[config.mk]
export PLATFORM = sky130hd
export DESIGN_NAME = gray_decoder_monitor
export DESIGN_NICKNAME = d
export VERILOG_FILES = /design/src/rtl/gray_decoder_monitor.sv
export SDC_FILE = /design/constraint.sdc
export NUM_CORES = 1
export LEC_CHECK = 0
export CORE_AREA = 2 2 39 41
export DETAILED_ROUTE_END_ITERATION = 7
export DIE_AREA = 0 0 41 43
export PLACE_DENSITY = 0.72
export SKIP_LAST_GASP = 1
export SYNTH_ARGS = -nofsm -noshare
export SYNTH_HDL_FRONTEND = slang
export SYNTH_SLANG_ARGS = --single-unit
[constraint.sdc]
create_clock -name Clk -period 2.7 [get_ports Clk]
set_input_delay 0.54 -clock Clk [delete_from_list [all_inputs] [get_ports Clk]]
set_output_delay 0.54 -clock Clk [all_outputs]
set_load 0.02 [all_outputs]
[src/rtl/gray_decoder_monitor.sv]
// rtl/gray_decoder_monitor.sv - gray-code receive decoder with step-legality monitor
// Optional build macro GRAY_MON_RESYNC_EN: re-acquire reference after an illegal step.
module gray_decoder_monitor #(
    parameter int WIDTH = 3
) (
    input  logic             Clk,
    input  logic             Reset,
    input  logic             En,
    input  logic [WIDTH-1:0] Gray,
    output logic [WIDTH-1:0] Binary,
    output logic             Locked,
    output logic             Overflow,
    output logic             Error
);

    typedef enum logic [1:0] {
        IDLE  = 2'd0,
        TRACK = 2'd1,
        ERR   = 2'd2
    } state_t;

    state_t           r_state;
    logic [WIDTH-1:0] r_binary;
    logic             r_locked;
    logic             r_overflow;
    logic             r_error;

    logic [WIDTH-1:0] w_dec;
    logic [WIDTH-1:0] w_inc;
    logic             w_wrap;

    // Prefix-XOR from the MSB down turns gray into binary.
    always_comb begin
        w_dec            = '0;
        w_dec[WIDTH-1]   = Gray[WIDTH-1];
        for (int i = WIDTH - 2; i >= 0; i--) begin
            w_dec[i] = w_dec[i+1] ^ Gray[i];
        end
    end

    assign w_inc  = r_binary + {{(WIDTH-1){1'b0}}, 1'b1};
    assign w_wrap = &r_binary;

    always_ff @(posedge Clk) begin
        if (Reset) begin
            r_state    <= IDLE;
            r_binary   <= '0;
            r_locked   <= 1'b0;
            r_overflow <= 1'b0;
            r_error    <= 1'b0;
        end else if (En) begin
            case (r_state)
                IDLE: begin
                    r_binary <= w_dec;
                    r_locked <= 1'b1;
                    r_state  <= TRACK;
                end
                TRACK: begin
                    if (w_dec == r_binary) begin
                        r_state <= TRACK;
                    end else if (w_dec == w_inc) begin
                        r_binary <= w_dec;
                        if (w_wrap) begin
                            r_overflow <= 1'b1;
                        end
                    end else begin
                        r_error  <= 1'b1;
                        r_locked <= 1'b0;
                        r_state  <= ERR;
                    end
                end
                ERR: begin
`ifdef GRAY_MON_RESYNC_EN
                    r_binary <= w_dec;
                    r_locked <= 1'b1;
                    r_state  <= TRACK;
`else
                    r_state  <= ERR;
`endif
                end
                default: begin
                    r_state <= IDLE;
                end
            endcase
        end
    end

    assign Binary   = r_binary;
    assign Locked   = r_locked;
    assign Overflow = r_overflow;
    assign Error    = r_error;

endmodule

==> out/results.env <==
AREAGROWTHSYNTHTOFINISH_PCT=26.5
MAX_SLEW.WORST_PIN.SLEW_NS=0.427
NUM_VIAS=502
FINISH.CELL_COUNT_WITHOUT_FILLERS=91
DETAIL_ROUTE.ITER0.VIOLATIONS=11
CP-START-KIND='input port'
CLK_ROOT_BUFFER_CELL='sky130_fd_sc_hd__clkbuf_4'
POWER.SHARE.COMBINATIONAL_PCT=32.4
FP.COREAREA_MM2=0.00138
DRT_WL_TOTAL_MM=1.07
MAX_STAGE_DELAY_NS=0.51
CRIT_REQUIRED_NS=2.85
P_SEQ_SHARE_PCT=41.0
DIE_FOOTPRINT_MM2=0.00176
TIMING_HOLD_VIOLATIONS_FINAL=0
CRITPATHCAPTURETYPE='register'
HTREE_NUM_LEVELS=1
PATH_CELLS='clkdlybuf4s50_1 -> xor2_1 -> nand2b_1 -> o221a_2 -> nor3_4 -> mux2_4'
DIE_HEIGHT_UM=43
POST_ROUTE_CELLS_DRIVE_ABOVE_1_SHARE_PCT=17.3
LAYOUT.CELLS.MOST_COMMON_LIST='sky130_fd_sc_hd__clkdlybuf4s50_1 (11), sky130_fd_sc_hd__dfxtp_1 (8), sky130_fd_sc_hd__nor2_1 (6), sky130_fd_sc_hd__a21oi_1 (5), sky130_fd_sc_hd__nand2_1 (4)'
WORST_PATH_DOMINANT_CELL_FAMILY='buffers and inverters'
GRT_ANTENNA_BEFORE_REPAIR=0
SYN_AVG_CELL_AREA_UM2=9.00
COMMONEST_NON_FILL_NON_TAP_CELL_IN_THE_LAYOUT='sky130_fd_sc_hd__clkdlybuf4s50_1'
SETUP_VIOL=0
FP.DIEW_UM=41
SETUP_TOTAL_NEG_SLACK_NS=0
N_ANTENNA_CELL=0
GRT_PASS1_WL_MM=1.68
FINAL.FILL_COUNT=134
POST-ROUTE-PERIOD-UTIL_PCT=82.4
CP.BUFFERS_INVERTERS=1
SHARE_CLK_OF_TOTAL_POWER_PCT=26.6
SWSHARE_PCT=32.3
DRT_PASS1_ITERATIONS=4
POST_ROUTE_UTILIZATION_PCT=51.0
POWER.INTERNAL_uW=235
YOSYSWARNINGCOUNT=0
CLK_PIN_SLEW_NS=0.06
ROUTED_WIRE_LENGTH_PER_INSTANCE_UM=11.7
MULTI_INPUT_AREA_UM2=385
NUMBER_OF_MAX_SLEW_VIOLATIONS_IN_THE_FINAL_REPORT=0
YOSYS_REGISTER_BITS=8
TIMING.SLEW.HEADROOM_PCT=71.4
SYNTH_FP_NETS=69
MAX_CAP_VIOL_COUNT=0
CRITICAL_PATH.MAX_FANOUT=5
SYNTHESIS.AREA_UM2=558
CTS.REPAIR.RESIZED=0
CTS_BUFFER_DEPTH=2
NETLIST_INSTANCES=62
GR-TOTAL-OVERFLOW=0
TRITONCTS='yes'
INITIAL_CORE_UTIL_PCT=40.3
WORST-ENDPOINT-ARRIVAL_NS=2.37
ANTENNA_VIOLATING_NETS_POST_ROUTE=0
NUMBER_OF_SETUP_BUFFERS_ADDED_AFTER_CTS=0
CLOCK_SINK_COUNT=8
FINAL.MIN_CLOCK_PERIOD_NS=2.23
IO-PIN-COUNT=12
POSTCTSHOLDBUFS=0
POWER_DENSITY_mW_PER_MM2=491
PLACEMENT_ROWS=14
SEQ_AREA_FRAC_SYNTH_PCT=28.7
CTS-BUFFERS-INSERTED=3
GP_CONGESTION=0.799
TIMING_WORST_SETUP_PATH_TYPE='in -> reg'
STATIC-LEAKAGE-POWER_uW=0.000282
IR_WORST_VDD_uV=316
MAXCLOCKFREQUENCY_MHz=449
HPWL_UM=836
CRITICAL_PATH_TOP_DELAY_CELL='sky130_fd_sc_hd__clkdlybuf4s50_1'
FIN_NETS=84
DRT_DRC_VIOLATIONS_LEFT=0
DPL-INSTANCE-AREA_UM2=683
FINAL_WORST_CLOCK_SKEW_NS=0.00456
P_SW_uW=112
RSZ0062_AT_GRT='false'
POST_SYNTH_NUM_CELL_TYPES=37
CLOCK_INSERTION_DELAY_WORST_SKEW_NS=0.26
DP_CELL_COUNT=88
POSTLAYOUTCELLAREA_UM2=706
VIAS_PER_CELL=5.52
GRT_USE_TOTAL_PCT=14.6
CLASS_OF_THE_TIGHTEST_HOLD_OR_REMOVAL_CHECK='reg -> reg'
STORAGE_CELL_AREA_UM2=160
BUFFER_PORTS.INSERTED=11
OUTCOME='complete, no violations'
MAXIMUM_NUMBER_OF_PINS_ON_ONE_NET_BEFORE_GLOBAL_ROUTE_REPAIR=10
VIAS_IN_THE_FIRST_GLOBAL_ROUTE=416
path summary, 6_finish.rpt:
path / from / end / slack (ns) / depth (start not counted)
worst min register to register: Locked$_SDFFE_PP0P_ / Locked$_SDFFE_PP0P_ / 0.47 / 1
worst min-delay path: Locked$_SDFFE_PP0P_ / Locked$_SDFFE_PP0P_ / 0.47 / 1
worst max register to register: Binary[1]$_SDFFE_PP0P_ / Binary[0]$_SDFFE_PP0P_ / 0.70 / 6
worst max-delay path: Gray[0] / Binary[0]$_SDFFE_PP0P_ / 0.47 / 6
power groups by stage:
| stage | clock network, µW | logic (µW) | registers [µW] |
|---|---|---|---|
| 2_1_floorplan | 0 | 69.3 | 151 |
| 3_3_place_gp | 0 | 113 | 145 |
| 3_5_place_dp | 0 | 113 | 144 |
| 4_1_cts | 93.5 | 113 | 142 |
| 5_1_grt | 104 | 122 | 144 |
| 6_report | 92.3 | 112 | 142 |
per-layer routing:
metal / wire [µm] / global-route usage [%] / up-vias / share of wire, %
li1: - / - / 257 / -
met1: 501 / 17.5 / 224 / 47
met2: 465 / 20.9 / 17 / 43
met3: 62 / 3.14 / 4 / 5.8
met4: 39 / 12.0 / 0 / 3.6
met5: 0 / 0 / - / 0
cell type report:
type | instances | area share (%)
multi-input combinational | 51 | 54.6
sequential | 8 | 22.7
timing repair buffer | 11 | 15.6
clock buffer | 3 | 3.19
tap | 16 | 2.84
inverter | 2 | 1.06
synth_stat cells, drive strengths merged:
| cell type | n | area, µm² |
|---|---|---|
| a2111oi | 1 | 15.0 |
| a211oi | 2 | 27.5 |
| a21oi | 5 | 25.0 |
| a31oi | 2 | 12.5 |
| and2 | 1 | 6.26 |
| and2b | 1 | 7.51 |
| and3 | 1 | 7.51 |
| and3b | 1 | 8.76 |
| clkbuf | 1 | 5.00 |
| dfxtp | 8 | 160 |
| ha | 1 | 12.5 |
| inv | 2 | 7.51 |
| mux2 | 1 | 15.0 |
| mux2i | 2 | 20.0 |
| nand2 | 4 | 15.0 |
| nand2b | 1 | 6.26 |
| nand3 | 1 | 5.00 |
| nand4 | 1 | 6.26 |
| nor2 | 6 | 22.5 |
| nor2b | 2 | 12.5 |
| nor3 | 2 | 21.3 |
| nor3b | 1 | 7.51 |
| o211a | 1 | 10.0 |
| o21a | 2 | 22.5 |
| o21ai | 1 | 5.00 |
| o221a | 1 | 11.3 |
| o221ai | 1 | 8.76 |
| o22ai | 1 | 6.26 |
| o31ai | 2 | 15.0 |
| or2 | 1 | 6.26 |
| or2b | 1 | 8.76 |
| or3 | 1 | 11.3 |
| xnor2 | 1 | 8.76 |
| xor2 | 2 | 17.5 |
sequential cells by signal (all words and copies together), names as in the netlist:
register and flops:
r_state 2, Locked 1, Binary 3, Overflow 1
Error 1
through the flow:
step	total power [µW]	setup slack, ns	hold slack (ns)
floorplan	221	0.723	0.469
global placement	257	0.217	0.456
detailed placement	257	0.210	0.458
CTS	349	0.468	0.476
global route	370	0.406	0.500
finish	347	0.475	0.469
kinds of logic (layout without fill, tap and decap cells):
kind of cell	count (synthesis)	after routing	synth area share, %
AO/OA/AOI/OAI	19	19	28.5
XOR/XNOR	3	3	4.71
adder cells (fa/ha/maj)	1	1	2.24
buffers and inverters	3	16	2.24
flip-flops	8	8	28.7
multiplexers	3	3	6.28
AND/OR/NAND/NOR	25	25	27.4
Power figures use the tool's default switching activity.
